## src/rtl/adc_cmd_scheduler.sv

```systemverilog
// Arbitrates host and calibration requests onto the ADC configuration controller's
// one-cycle init / DES pulses, tracking completion, timeout and the resulting ADC state.
module adc_cmd_scheduler #(
  parameter int unsigned PWRUP_CYCLES   = 1000,
  parameter int unsigned TIMEOUT_CYCLES = 8192,
  parameter int unsigned GAP_CYCLES     = 2
) (
  input  logic       clk,
  input  logic       rst,
  input  logic       host_req,
  input  logic [1:0] host_cmd,
  output logic       host_ack,
  output logic       host_err,
  input  logic       cal_req,
  input  logic [1:0] cal_cmd,
  output logic       cal_ack,
  output logic       cal_err,
  output logic       adc_init,
  output logic       adc_des_enable,
  output logic       adc_des_disable,
  input  logic       adc_done,
  input  logic       clr_timeout,
  output logic       busy,
  output logic       adc_ready,
  output logic       des_active,
  output logic       timeout_flag
);

  localparam int unsigned MaxA   = (PWRUP_CYCLES > TIMEOUT_CYCLES) ? PWRUP_CYCLES
                                                                     : TIMEOUT_CYCLES;
  localparam int unsigned MaxCnt = (MaxA > GAP_CYCLES) ? MaxA : GAP_CYCLES;
  localparam int unsigned CntW   = $clog2(MaxCnt + 1);

  localparam logic [CntW-1:0] PwrupLast   = CntW'(PWRUP_CYCLES - 1);
  localparam logic [CntW-1:0] TimeoutLast = CntW'(TIMEOUT_CYCLES - 1);
  localparam logic [CntW-1:0] GapLast     = CntW'(GAP_CYCLES - 1);

  localparam logic [1:0] CmdInit   = 2'b01;
  localparam logic [1:0] CmdDesEn  = 2'b10;
  localparam logic [1:0] CmdDesDis = 2'b11;

  typedef enum logic [2:0] {
    StPwrup, StAutoinit, StIdle, StDecode, StIssue, StWait, StComplete, StHoldoff
  } state_e;

  state_e          state_q;
  logic [CntW-1:0] cnt_q;
  logic [1:0]      cmd_q;
  logic            prio_cal_q;   // 1: cal wins a tie
  logic            owner_cal_q;
  logic            owned_q;      // 0 while serving the automatic init

  logic grant_cal;
  logic dec_issue;
  logic dec_err;
  logic cmpl_err;

  always_comb begin
    grant_cal = cal_req && (!host_req || prio_cal_q);
    dec_issue = 1'b0;
    dec_err   = 1'b0;
    unique case (cmd_q)
      CmdInit:   dec_issue = 1'b1;
      CmdDesEn:  if (!adc_ready) dec_err = 1'b1; else dec_issue = !des_active;
      CmdDesDis: if (!adc_ready) dec_err = 1'b1; else dec_issue = des_active;
      default:   dec_err = 1'b1;
    endcase
    // A WAIT completion is an error only when no done arrived in time.
    cmpl_err = !adc_done;
  end

  always_ff @(posedge clk or posedge rst) begin
    if (rst) begin
      state_q         <= StPwrup;
      cnt_q           <= '0;
      cmd_q           <= 2'b00;
      prio_cal_q      <= 1'b0;
      owner_cal_q     <= 1'b0;
      owned_q         <= 1'b0;
      host_ack        <= 1'b0;
      host_err        <= 1'b0;
      cal_ack         <= 1'b0;
      cal_err         <= 1'b0;
      adc_init        <= 1'b0;
      adc_des_enable  <= 1'b0;
      adc_des_disable <= 1'b0;
      busy            <= 1'b1;
      adc_ready       <= 1'b0;
      des_active      <= 1'b0;
      timeout_flag    <= 1'b0;
    end else begin
      host_ack        <= 1'b0;
      host_err        <= 1'b0;
      cal_ack         <= 1'b0;
      cal_err         <= 1'b0;
      adc_init        <= 1'b0;
      adc_des_enable  <= 1'b0;
      adc_des_disable <= 1'b0;
      if (clr_timeout) timeout_flag <= 1'b0;

      unique case (state_q)
        StPwrup: begin
          if (cnt_q == PwrupLast) begin
            state_q  <= StAutoinit;
            cnt_q    <= '0;
            cmd_q    <= CmdInit;
            owned_q  <= 1'b0;
            adc_init <= 1'b1;
          end else begin
            cnt_q <= cnt_q + 1'b1;
          end
        end
        StAutoinit: begin
          state_q <= StWait;
          cnt_q   <= '0;
        end
        StIdle: begin
          if (host_req || cal_req) begin
            state_q     <= StDecode;
            busy        <= 1'b1;
            owned_q     <= 1'b1;
            owner_cal_q <= grant_cal;
            prio_cal_q  <= !grant_cal;
            cmd_q       <= grant_cal ? cal_cmd : host_cmd;
          end
        end
        StDecode: begin
          if (dec_issue) begin
            state_q         <= StIssue;
            adc_init        <= (cmd_q == CmdInit);
            adc_des_enable  <= (cmd_q == CmdDesEn);
            adc_des_disable <= (cmd_q == CmdDesDis);
          end else begin
            state_q  <= StComplete;
            host_ack <= !owner_cal_q;
            host_err <= !owner_cal_q && dec_err;
            cal_ack  <= owner_cal_q;
            cal_err  <= owner_cal_q && dec_err;
          end
        end
        StIssue: begin
          state_q <= StWait;
          cnt_q   <= '0;
        end
        StWait: begin
          if (adc_done || cnt_q == TimeoutLast) begin
            state_q  <= StComplete;
            host_ack <= owned_q && !owner_cal_q;
            host_err <= owned_q && !owner_cal_q && cmpl_err;
            cal_ack  <= owned_q && owner_cal_q;
            cal_err  <= owned_q && owner_cal_q && cmpl_err;
            if (!adc_done) begin
              // Overrides a coincident clr_timeout.
              timeout_flag <= 1'b1;
              adc_ready    <= 1'b0;
            end else begin
              unique case (cmd_q)
                CmdInit: begin
                  adc_ready  <= 1'b1;
                  des_active <= 1'b0;
                end
                CmdDesEn:  des_active <= 1'b1;
                CmdDesDis: des_active <= 1'b0;
                default:   ;
              endcase
            end
          end else begin
            cnt_q <= cnt_q + 1'b1;
          end
        end
        StComplete: begin
          cnt_q <= '0;
          if (GAP_CYCLES == 0) begin
            state_q <= StIdle;
            busy    <= 1'b0;
          end else begin
            state_q <= StHoldoff;
          end
        end
        StHoldoff: begin
          if (cnt_q == GapLast) begin
            state_q <= StIdle;
            busy    <= 1'b0;
          end else begin
            cnt_q <= cnt_q + 1'b1;
          end
        end
        default: state_q <= StPwrup;
      endcase
    end
  end

endmodule

```

## config.mk

```make
export PLATFORM = sky130hd
export DESIGN_NAME = adc_cmd_scheduler
export DESIGN_NICKNAME = d
export VERILOG_FILES = /design/src/rtl/adc_cmd_scheduler.sv
export SDC_FILE = /design/constraint.sdc
export NUM_CORES = 1
export LEC_CHECK = 0
export CELL_PAD_IN_SITES_DETAIL_PLACEMENT = 0
export CELL_PAD_IN_SITES_GLOBAL_PLACEMENT = 1
export CORE_MARGIN = 3
export CORE_UTILIZATION = 35
export DETAILED_ROUTE_END_ITERATION = 10
export HOLD_SLACK_MARGIN = 0.1
export MAX_ROUTING_LAYER = met4
export PLACE_DENSITY_LB_ADDON = 0.1
export SYNTH_ARGS = -nofsm -noshare
export SYNTH_HDL_FRONTEND = slang
export SYNTH_SLANG_ARGS = --single-unit
```

## constraint.sdc

```tcl
create_clock -name clk -period 5.4 [get_ports clk]
set_input_delay 0.54 -clock clk [delete_from_list [all_inputs] [get_ports clk]]
set_output_delay 0.54 -clock clk [all_outputs]
set_load 0.02 [all_outputs]
```

==> flow_summary.html, run 1 <==
<table>
<tr><th>Metric</th><th>Value</th></tr>
<tr><th colspan="2">Clocking</th></tr>
<tr><td>H-tree lvl count</td><td>2</td></tr>
<tr><td>Buffer cell driving the clock tree root</td><td>sky130_fd_sc_hd__clkbuf_8</td></tr>
<tr><td>Quantity of gates resized following cts</td><td>0</td></tr>
<tr><td>Number of buffers between clock root and the deepest sink</td><td>2</td></tr>
<tr><td>Clk slew on worst S/H paths</td><td>roughly 0.070 ns</td></tr>
<tr><td>CTS buffer count</td><td>5</td></tr>
<tr><td>Clock sink count</td><td>33</td></tr>
<tr><td>Clock tree from TritonCTS</td><td>yes</td></tr>
<tr><td>Cts-stage hold buffer count</td><td>0</td></tr>
<tr><td>Number of setup buffers added after CTS</td><td>0</td></tr>
<tr><td>Clk Latency, worst-skew pair</td><td>around 0.29 ns</td></tr>
<tr><th colspan="2">STA</th></tr>
<tr><td>Max transition margin</td><td>a little over a quarter</td></tr>
<tr><td>Post-route fraction of the period consumed by the critical path</td><td>between 50 and 60%</td></tr>
<tr><td>Setup-failing EPs final</td><td>0</td></tr>
<tr><td>Slew of the pin with the lowest slew margin</td><td>1.09 ns</td></tr>
<tr><td>Timing-limited maximum frequency</td><td>332 MHz</td></tr>
<tr><td>Final Slew Violations</td><td>0</td></tr>
<tr><td>Setup repair after global routing missed its margin</td><td>false</td></tr>
<tr><td>Total count of hold-check failures in the final report</td><td>0</td></tr>
<tr><td>Minimum period implied by the final worst setup slack</td><td>roughly 3 ns</td></tr>
<tr><td>Layout Skew</td><td>about 0.008 ns</td></tr>
<tr><td>Setup total negative slack</td><td>0 ns</td></tr>
<tr><th colspan="2">Floorplan</th></tr>
<tr><td>Number of primary I/O pins</td><td>21</td></tr>
<tr><td>Total core area</td><td>~5200 um2</td></tr>
<tr><td>Full die area</td><td>about 6400 um2</td></tr>
<tr><td>Die extent in x</td><td>around 80 um</td></tr>
<tr><td>Number of cell rows</td><td>26</td></tr>
<tr><td>Height of the die</td><td>about 80 um</td></tr>
<tr><td>Starting Density</td><td>around 37%</td></tr>
<tr><th colspan="2">Synthesis</th></tr>
<tr><td>Sequential area share after synthesis</td><td>a little over two fifths</td></tr>
<tr><td>Fraction of synthesized cell area taken by the top area cell type</td><td>about two fifths</td></tr>
<tr><td>Post-synth top flop</td><td>sky130_fd_sc_hd__dfrtp_1</td></tr>
<tr><td>Post-Synthesis Cell Area</td><td>roughly 1900 um2</td></tr>
<tr><td>Post-synth top area cell</td><td>sky130_fd_sc_hd__dfrtp_1</td></tr>
<tr><td>Count leader, synth</td><td>sky130_fd_sc_hd__dfrtp_1</td></tr>
<tr><td>Syn nets</td><td>219</td></tr>
<tr><td>Syn avg cell area</td><td>9.23 um2</td></tr>
<tr><td>Yosys synthesis warning count</td><td>0</td></tr>
<tr><td>Leading cell types by total area after synthesis</td><td>sky130_fd_sc_hd__dfrtp_1 (42%), sky130_fd_sc_hd__o31ai_1 (4.7%), sky130_fd_sc_hd__nand2_1 (3.7%), sky130_fd_sc_hd__nor3_1 (3.4%), sky130_fd_sc_hd__nor2_1 (3.1%)</td></tr>
<tr><td>Synth cell types</td><td>48</td></tr>
<tr><td>Fraction of registers with async set or reset after synthesis</td><td>100%</td></tr>
<tr><td>Flip-flop and latch count after synthesis</td><td>33</td></tr>
<tr><td>Leading post-synthesis cells by instance count</td><td>sky130_fd_sc_hd__dfrtp_1 (32), sky130_fd_sc_hd__nand2_1 (19), sky130_fd_sc_hd__nor2_1 (16)</td></tr>
<tr><td>Number of synthesized flops with an enable pin</td><td>0</td></tr>
<tr><td>Mapped Cells</td><td>just over 200</td></tr>
<tr><th colspan="2">Flow run</th></tr>
<tr><td>Total of max-cap violations</td><td>0</td></tr>
<tr><th colspan="2">Power</th></tr>
<tr><td>Leak pwr</td><td>just over 0.9 nW</td></tr>
<tr><td>Power per standard cell area</td><td>roughly 490 nW/um2</td></tr>
<tr><td>Power consumption</td><td>about 1.1 mW</td></tr>
<tr><td>IR drop worst, VDD</td><td>roughly 0.21 mV</td></tr>
<tr><th colspan="2">Layout</th></tr>
<tr><td>Largest register FFs</td><td>14</td></tr>
<tr><td>Final layout net count</td><td>approximately 240</td></tr>
<tr><td>Synth-to-Final Area Change</td><td>19.6%</td></tr>
<tr><td>Largest registers in the final layout</td><td>cnt_q: 14 flops, state_q: 3 flops, cmd_q: 2 flops</td></tr>
<tr><td>Share of cells above drive strength 1</td><td>11.9%</td></tr>
<tr><td>Filler cell count in the final layout</td><td>a little over 500</td></tr>
<tr><td>Top register by number of flip-flops</td><td>cnt_q</td></tr>
<tr><td>Antenna diode count</td><td>0</td></tr>
<tr><th colspan="2">GRT</th></tr>
<tr><td>Pin count of the biggest net entering global routing</td><td>33</td></tr>
<tr><td>Vias in the first global route</td><td>between 1500 and 2000</td></tr>
<tr><td>Number of antenna violations at the first check in global routing</td><td>0</td></tr>
<tr><td>Global-route wire length before repair</td><td>8.06 mm</td></tr>
<tr><td>Overall fraction of global-route tracks in use</td><td>between 10% and 20%</td></tr>
<tr><td>GR Overflow Total</td><td>0</td></tr>
<tr><th colspan="2">Route</th></tr>
<tr><td>WL/cell</td><td>about 17 um</td></tr>
<tr><td>Drt first pass iters</td><td>5</td></tr>
<tr><td>Aggregate routed wire length</td><td>4.97 mm</td></tr>
<tr><td>Via-to-Cell Ratio</td><td>5.71</td></tr>
<tr><td>Number of nets with antenna violations after detailed routing</td><td>0</td></tr>
<tr><td>DR iter-0 viols</td><td>60</td></tr>
<tr><td>Post-detailed-route DRC marker count</td><td>0</td></tr>
<tr><td>Total vias in the final route</td><td>1690</td></tr>
<tr><th colspan="2">Worst hold path</th></tr>
<tr><td>Worst Hold Class</td><td>flip-flop to flip-flop</td></tr>
<tr><th colspan="2">Place</th></tr>
<tr><td>Routability-driven placement congestion ratio</td><td>0.855</td></tr>
<tr><td>Total half-perimeter wirelength after legalization and detailed placement</td><td>around 3.6 mm</td></tr>
<tr><td>Port buffer count</td><td>20</td></tr>
<tr><th colspan="2">Setup path</th></tr>
<tr><td>Worst Path Class, Setup</td><td>flip-flop to flip-flop</td></tr>
<tr><td>Type of element capturing the critical path</td><td>flip-flop</td></tr>
<tr><td>Highest net fanout along the worst path</td><td>14</td></tr>
<tr><td>Kind of start point of the critical path</td><td>flip-flop</td></tr>
<tr><td>Worst Path Required</td><td>~5.6 ns</td></tr>
<tr><td>Arrival time of the worst setup path</td><td>between 3 and 4 ns</td></tr>
<tr><th colspan="2">Run status</th></tr>
<tr><td>Run status</td><td>completed</td></tr>
</table>
[through the flow]
step	util [%]	setup WS [ns]	hold slack, ns	cell area [um2]	std cells
2_1_floorplan	-	3.00	0.454	1910	207
3_3_place_gp	41.3	2.56	0.464	2150	288
3_5_place_dp	41.3	2.45	0.469	2150	288
4_1_cts	43.9	2.45	0.481	2280	296
5_1_grt	43.9	2.09	0.504	2280	296
6_report	43.9	2.39	0.475	2280	296
[critical path, cell delays in order (launching register included)]
cell and delay, ns:
sky130_fd_sc_hd__dfrtp_1 0.45, sky130_fd_sc_hd__ha_1 0.26, sky130_fd_sc_hd__nand4_1 0.25, sky130_fd_sc_hd__nor4_1 0.89, sky130_fd_sc_hd__o21a_1 0.58, sky130_fd_sc_hd__nor2_2 0.14
sky130_fd_sc_hd__mux2_4 0.32
[worst paths after layout]
check	slack, ns	cells past startpoint	end	from
worst max-delay path	2.39	6	cnt_q[1]$_DFFE_PP0P_	cnt_q[0]$_DFFE_PP0P_
worst min-delay path	0.48	1	timeout_flag$_DFF_PP0_	timeout_flag$_DFF_PP0_
worst max register to register	2.39	6	cnt_q[1]$_DFFE_PP0P_	cnt_q[0]$_DFFE_PP0P_
worst min register to register	0.48	1	timeout_flag$_DFF_PP0_	timeout_flag$_DFF_PP0_
max in group asynchronous	4.42	3	timeout_flag$_DFF_PP0_	rst
min in group asynchronous	0.57	2	busy$_DFFE_PP1P_	rst
[power breakdown]
group	switching, mW	total, mW	internal [mW]	leakage [nW]
Clock	0.0964	0.280	0.183	0.0681
Combinational	0.242	0.429	0.186	0.417
Sequential	0.111	0.418	0.307	0.427
[cells in the final DEF, fill, tap and decap left out, drive strengths merged, types with 2 or more instances in the layout]
master and count:
dfrtp 32, clkdlybuf4s50 20, nand2 19, nor2 17, nor3 14, o31ai 12
inv 8, o21ai 8, nor4 8, nand3 7, nand4 7, a21oi 7
nand2b 6, or3 5, clkbuf 5, a31oi 4, o311ai 4, or2 3
mux2i 3, a211oi 3, mux2 3, or4 2, a22oi 2, nor2b 2
a21o 2, ha 2, bufinv 2, o41ai 2
[layout make-up]
cell class / instances / area, um2 / share of cell area, %
inverter: 8 / 30.0 / 1.31
tap: 70 / 87.6 / 3.83
clock inverter: 3 / 65.1 / 2.85
clock buffer: 5 / 68.8 / 3.01
timing repair buffer: 21 / 208 / 9.09
multi-input combinational: 156 / 998 / 43.7
sequential: 33 / 827 / 36.2
[cell families (layout without fill, tap and decap cells)]
logic type | count (synthesis) | count (layout) | synth area share, %
compound gates | 52 | 52 | 20.4
fa+ha+maj | 2 | 2 | 1.31
buf+inv | 18 | 37 | 4.45
flops | 33 | 33 | 43.3
mux | 6 | 6 | 3.54
simple gates | 96 | 96 | 27.0
[routing by layer]
metal	part of all wire [%]	global-route usage, %
met1	45	20.1
met5	0	-
met4	1.7	9.12
met3	3.0	3.72
met2	50	27.2
(Power assumes the default switching activity.)
==> run 2: changes to the inputs <==
==> constraint.sdc (replaced) <==
create_clock -name clk -period 2.5 [get_ports clk]
set_input_delay 0.25 -clock clk [delete_from_list [all_inputs] [get_ports clk]]
set_output_delay 0.25 -clock clk [all_outputs]
set_load 0.02 [all_outputs]
==> run 2 against run 1 <==
Against the previous run: final cell count rose by 5.4%; critical endpoint is now cnt_q[12]$_DFFE_PP0P_; cell area grew 3.2%; non-clock buffer count grew 16; clock skew shrank 0.0042 ns; combinational power grew 150%; critical path depth unchanged; clock power is 39% higher; largest power group unchanged.
==> flow_summary.html, run 2 (synthesis results as in run 1) <==
<table>
<tr><th>Metric</th><th>Value</th></tr>
<tr><th colspan="2">Clocking</th></tr>
<tr><td>CTS buffer count</td><td>5</td></tr>
<tr><td>Number of buffers between clock root and the deepest sink</td><td>2</td></tr>
<tr><td>Number of setup buffers added after CTS</td><td>0</td></tr>
<tr><td>Clk Latency, worst-skew pair</td><td>about 0.28 ns</td></tr>
<tr><td>Buffer cell driving the clock tree root</td><td>sky130_fd_sc_hd__clkbuf_8</td></tr>
<tr><td>Clock tree from TritonCTS</td><td>yes</td></tr>
<tr><td>Cts-stage hold buffer count</td><td>0</td></tr>
<tr><td>Quantity of gates resized following cts</td><td>0</td></tr>
<tr><td>Clk slew on worst S/H paths</td><td>around 0.070 ns</td></tr>
<tr><td>Clock sink count</td><td>33</td></tr>
<tr><td>H-tree lvl count</td><td>2</td></tr>
<tr><th colspan="2">STA</th></tr>
<tr><td>Setup-failing EPs final</td><td>0</td></tr>
<tr><td>Setup repair after global routing missed its margin</td><td>false</td></tr>
<tr><td>Post-route fraction of the period consumed by the critical path</td><td>96.1%</td></tr>
<tr><td>Layout Skew</td><td>0.00380 ns</td></tr>
<tr><td>Final WS setup</td><td>about 0.1 ns</td></tr>
<tr><td>Total count of hold-check failures in the final report</td><td>0</td></tr>
<tr><td>Minimum period implied by the final worst setup slack</td><td>around 2.4 ns</td></tr>
<tr><td>Max transition margin</td><td>between 60 and 70%</td></tr>
<tr><td>Timing-limited maximum frequency</td><td>between 400 and 500 MHz</td></tr>
<tr><td>Setup total negative slack</td><td>0 ns</td></tr>
<tr><td>Final Slew Violations</td><td>0</td></tr>
<tr><td>Slew of the pin with the lowest slew margin</td><td>roughly 0.47 ns</td></tr>
<tr><th colspan="2">Floorplan</th></tr>
<tr><td>Full die area</td><td>around 6400 um2</td></tr>
<tr><td>Number of primary I/O pins</td><td>21</td></tr>
<tr><td>Die extent in x</td><td>roughly 80 um</td></tr>
<tr><td>Height of the die</td><td>~80 um</td></tr>
<tr><td>Starting Density</td><td>a little under two fifths</td></tr>
<tr><td>Total core area</td><td>about 5200 um2</td></tr>
<tr><td>Number of cell rows</td><td>26</td></tr>
<tr><th colspan="2">Place</th></tr>
<tr><td>Routability-driven placement congestion ratio</td><td>slightly below 0.9</td></tr>
<tr><td>Total half-perimeter wirelength after legalization and detailed placement</td><td>around 3.8 mm</td></tr>
<tr><td>Placement Setup Slack</td><td>0.136 ns</td></tr>
<tr><td>Port buffer count</td><td>20</td></tr>
<tr><th colspan="2">Power</th></tr>
<tr><td>Leak pwr</td><td>just under 1 nW</td></tr>
<tr><td>Power per standard cell area</td><td>979 nW/um2</td></tr>
<tr><td>IR drop worst, VDD</td><td>between 0.4 and 0.5 mV</td></tr>
<tr><th colspan="2">Setup path</th></tr>
<tr><td>Arrival time of the worst setup path</td><td>roughly 2.6 ns</td></tr>
<tr><td>Kind of start point of the critical path</td><td>flip-flop</td></tr>
<tr><td>Highest net fanout along the worst path</td><td>10</td></tr>
<tr><td>Worst Path Class, Setup</td><td>flip-flop to flip-flop</td></tr>
<tr><td>Type of element capturing the critical path</td><td>flip-flop</td></tr>
<tr><td>Worst Path Required</td><td>roughly 2.7 ns</td></tr>
<tr><th colspan="2">GRT</th></tr>
<tr><td>Pin count of the biggest net entering global routing</td><td>34</td></tr>
<tr><td>Fraction of met1 tracks used by global routing</td><td>20.6%</td></tr>
<tr><td>Busiest layer in global routing</td><td>met2</td></tr>
<tr><td>Overall fraction of global-route tracks in use</td><td>between 10% and 20%</td></tr>
<tr><td>Met2 routing resource usage after global routing</td><td>approximately 30%</td></tr>
<tr><td>Global-route wire length before repair</td><td>between 8 and 9 mm</td></tr>
<tr><td>Number of antenna violations at the first check in global routing</td><td>0</td></tr>
<tr><td>GR Util met3</td><td>~3.6%</td></tr>
<tr><td>GR Overflow Total</td><td>0</td></tr>
<tr><td>Vias in the first global route</td><td>1768</td></tr>
<tr><th colspan="2">Route</th></tr>
<tr><td>Aggregate routed wire length</td><td>between 4 and 5 mm</td></tr>
<tr><td>Number of nets with antenna violations after detailed routing</td><td>0</td></tr>
<tr><td>Drt first pass iters</td><td>5</td></tr>
<tr><td>Total vias in the final route</td><td>1698</td></tr>
<tr><td>DR iter-0 viols</td><td>just over 100</td></tr>
<tr><td>WL/cell</td><td>around 16 um</td></tr>
<tr><td>Via-to-Cell Ratio</td><td>5.44</td></tr>
<tr><td>Post-detailed-route DRC marker count</td><td>0</td></tr>
<tr><th colspan="2">Layout</th></tr>
<tr><td>Leading cell type in the layout, fill and taps excluded</td><td>sky130_fd_sc_hd__dfrtp_1</td></tr>
<tr><td>Share of cells above drive strength 1</td><td>between 15 and 20%</td></tr>
<tr><td>Antenna diode count</td><td>0</td></tr>
<tr><td>Most frequent cells in the layout</td><td>sky130_fd_sc_hd__dfrtp_1 (32), sky130_fd_sc_hd__clkdlybuf4s50_1 (20), sky130_fd_sc_hd__nand2_1 (19)</td></tr>
<tr><td>Largest registers in the final layout</td><td>cnt_q: 14 flops, state_q: 3 flops, cmd_q: 2 flops</td></tr>
<tr><td>Largest register FFs</td><td>14</td></tr>
<tr><td>Top register by number of flip-flops</td><td>cnt_q</td></tr>
<tr><td>Final layout net count</td><td>~250</td></tr>
<tr><td>Synth-to-Final Area Change</td><td>23.4%</td></tr>
<tr><th colspan="2">Run status</th></tr>
<tr><td>Run status</td><td>completed</td></tr>
<tr><th colspan="2">Worst hold path</th></tr>
<tr><td>Worst Hold Class</td><td>primary input to async pin</td></tr>
<tr><th colspan="2">Flow run</th></tr>
<tr><td>Total of max-cap violations</td><td>0</td></tr>
</table>
run 2: changes by cell type in the layout (fill, tap and decap cells not counted):
cell                         delta
sky130_fd_sc_hd__buf_4         +16
sky130_fd_sc_hd__bufinv_16      -2
sky130_fd_sc_hd__clkinv_2       +1
sky130_fd_sc_hd__clkinvlp_4     +1
run 2: final cells by class:
cell class,instances,area [um2]
well taps,70,87.6
clock inverters,3,17.5
flip-flops and latches,33,827
inverters,8,30.0
multi-input cells,156,998
fillers,524,2850
repair buffers,37,328
clock buffers,5,68.8
run 2: where the power goes:
group	switching [mW]	internal, mW
clock network	0.197	0.192
logic	0.594	0.476
registers	0.186	0.664
run 2: per-stage QoR:
step,power (mW),cells,hold slack [ns],util (%),instance area [um2]
2_1_floorplan,1.59,207,0.354,-,1910
6_report,2.31,312,0.354,45.3,2360
4_1_cts,2.33,312,0.373,45.3,2360
3_5_place_dp,1.93,304,0.480,43.6,2270
5_1_grt,2.49,312,0.410,45.3,2360
3_3_place_gp,1.91,304,0.464,43.6,2270
run 2: critical path, cell delays in order, from the launching register on:
cell and delay, ns:
sky130_fd_sc_hd__dfrtp_1 0.43, sky130_fd_sc_hd__or4_4 0.53, sky130_fd_sc_hd__or4_4 0.56, sky130_fd_sc_hd__o41ai_4 0.33, sky130_fd_sc_hd__buf_4 0.24, sky130_fd_sc_hd__o21ai_0 0.09
sky130_fd_sc_hd__o311ai_0 0.10
run 2: layer usage:
metal	vias up	wire length [um]
met5	-	0
met2	21	2610
met4	0	21
li1	847	-
met3	2	136
met1	828	2190
run 2: worst paths after layout:
kind                                              from                      to  slack (ns)  cells after the start
worst max-delay path             cnt_q[10]$_DFFE_PP0P_   cnt_q[12]$_DFFE_PP0P_         0.1                      6
worst min-delay path                               rst      adc_init$_DFF_PP0_        0.35                      3
worst max register to register   cnt_q[10]$_DFFE_PP0P_   cnt_q[12]$_DFFE_PP0P_         0.1                      6
worst min register to register  timeout_flag$_DFF_PP0_  timeout_flag$_DFF_PP0_        0.49                      1
max in group asynchronous                          rst        busy$_DFFE_PP1P_        1.82                      3
min in group clk                timeout_flag$_DFF_PP0_  timeout_flag$_DFF_PP0_        0.49                      1
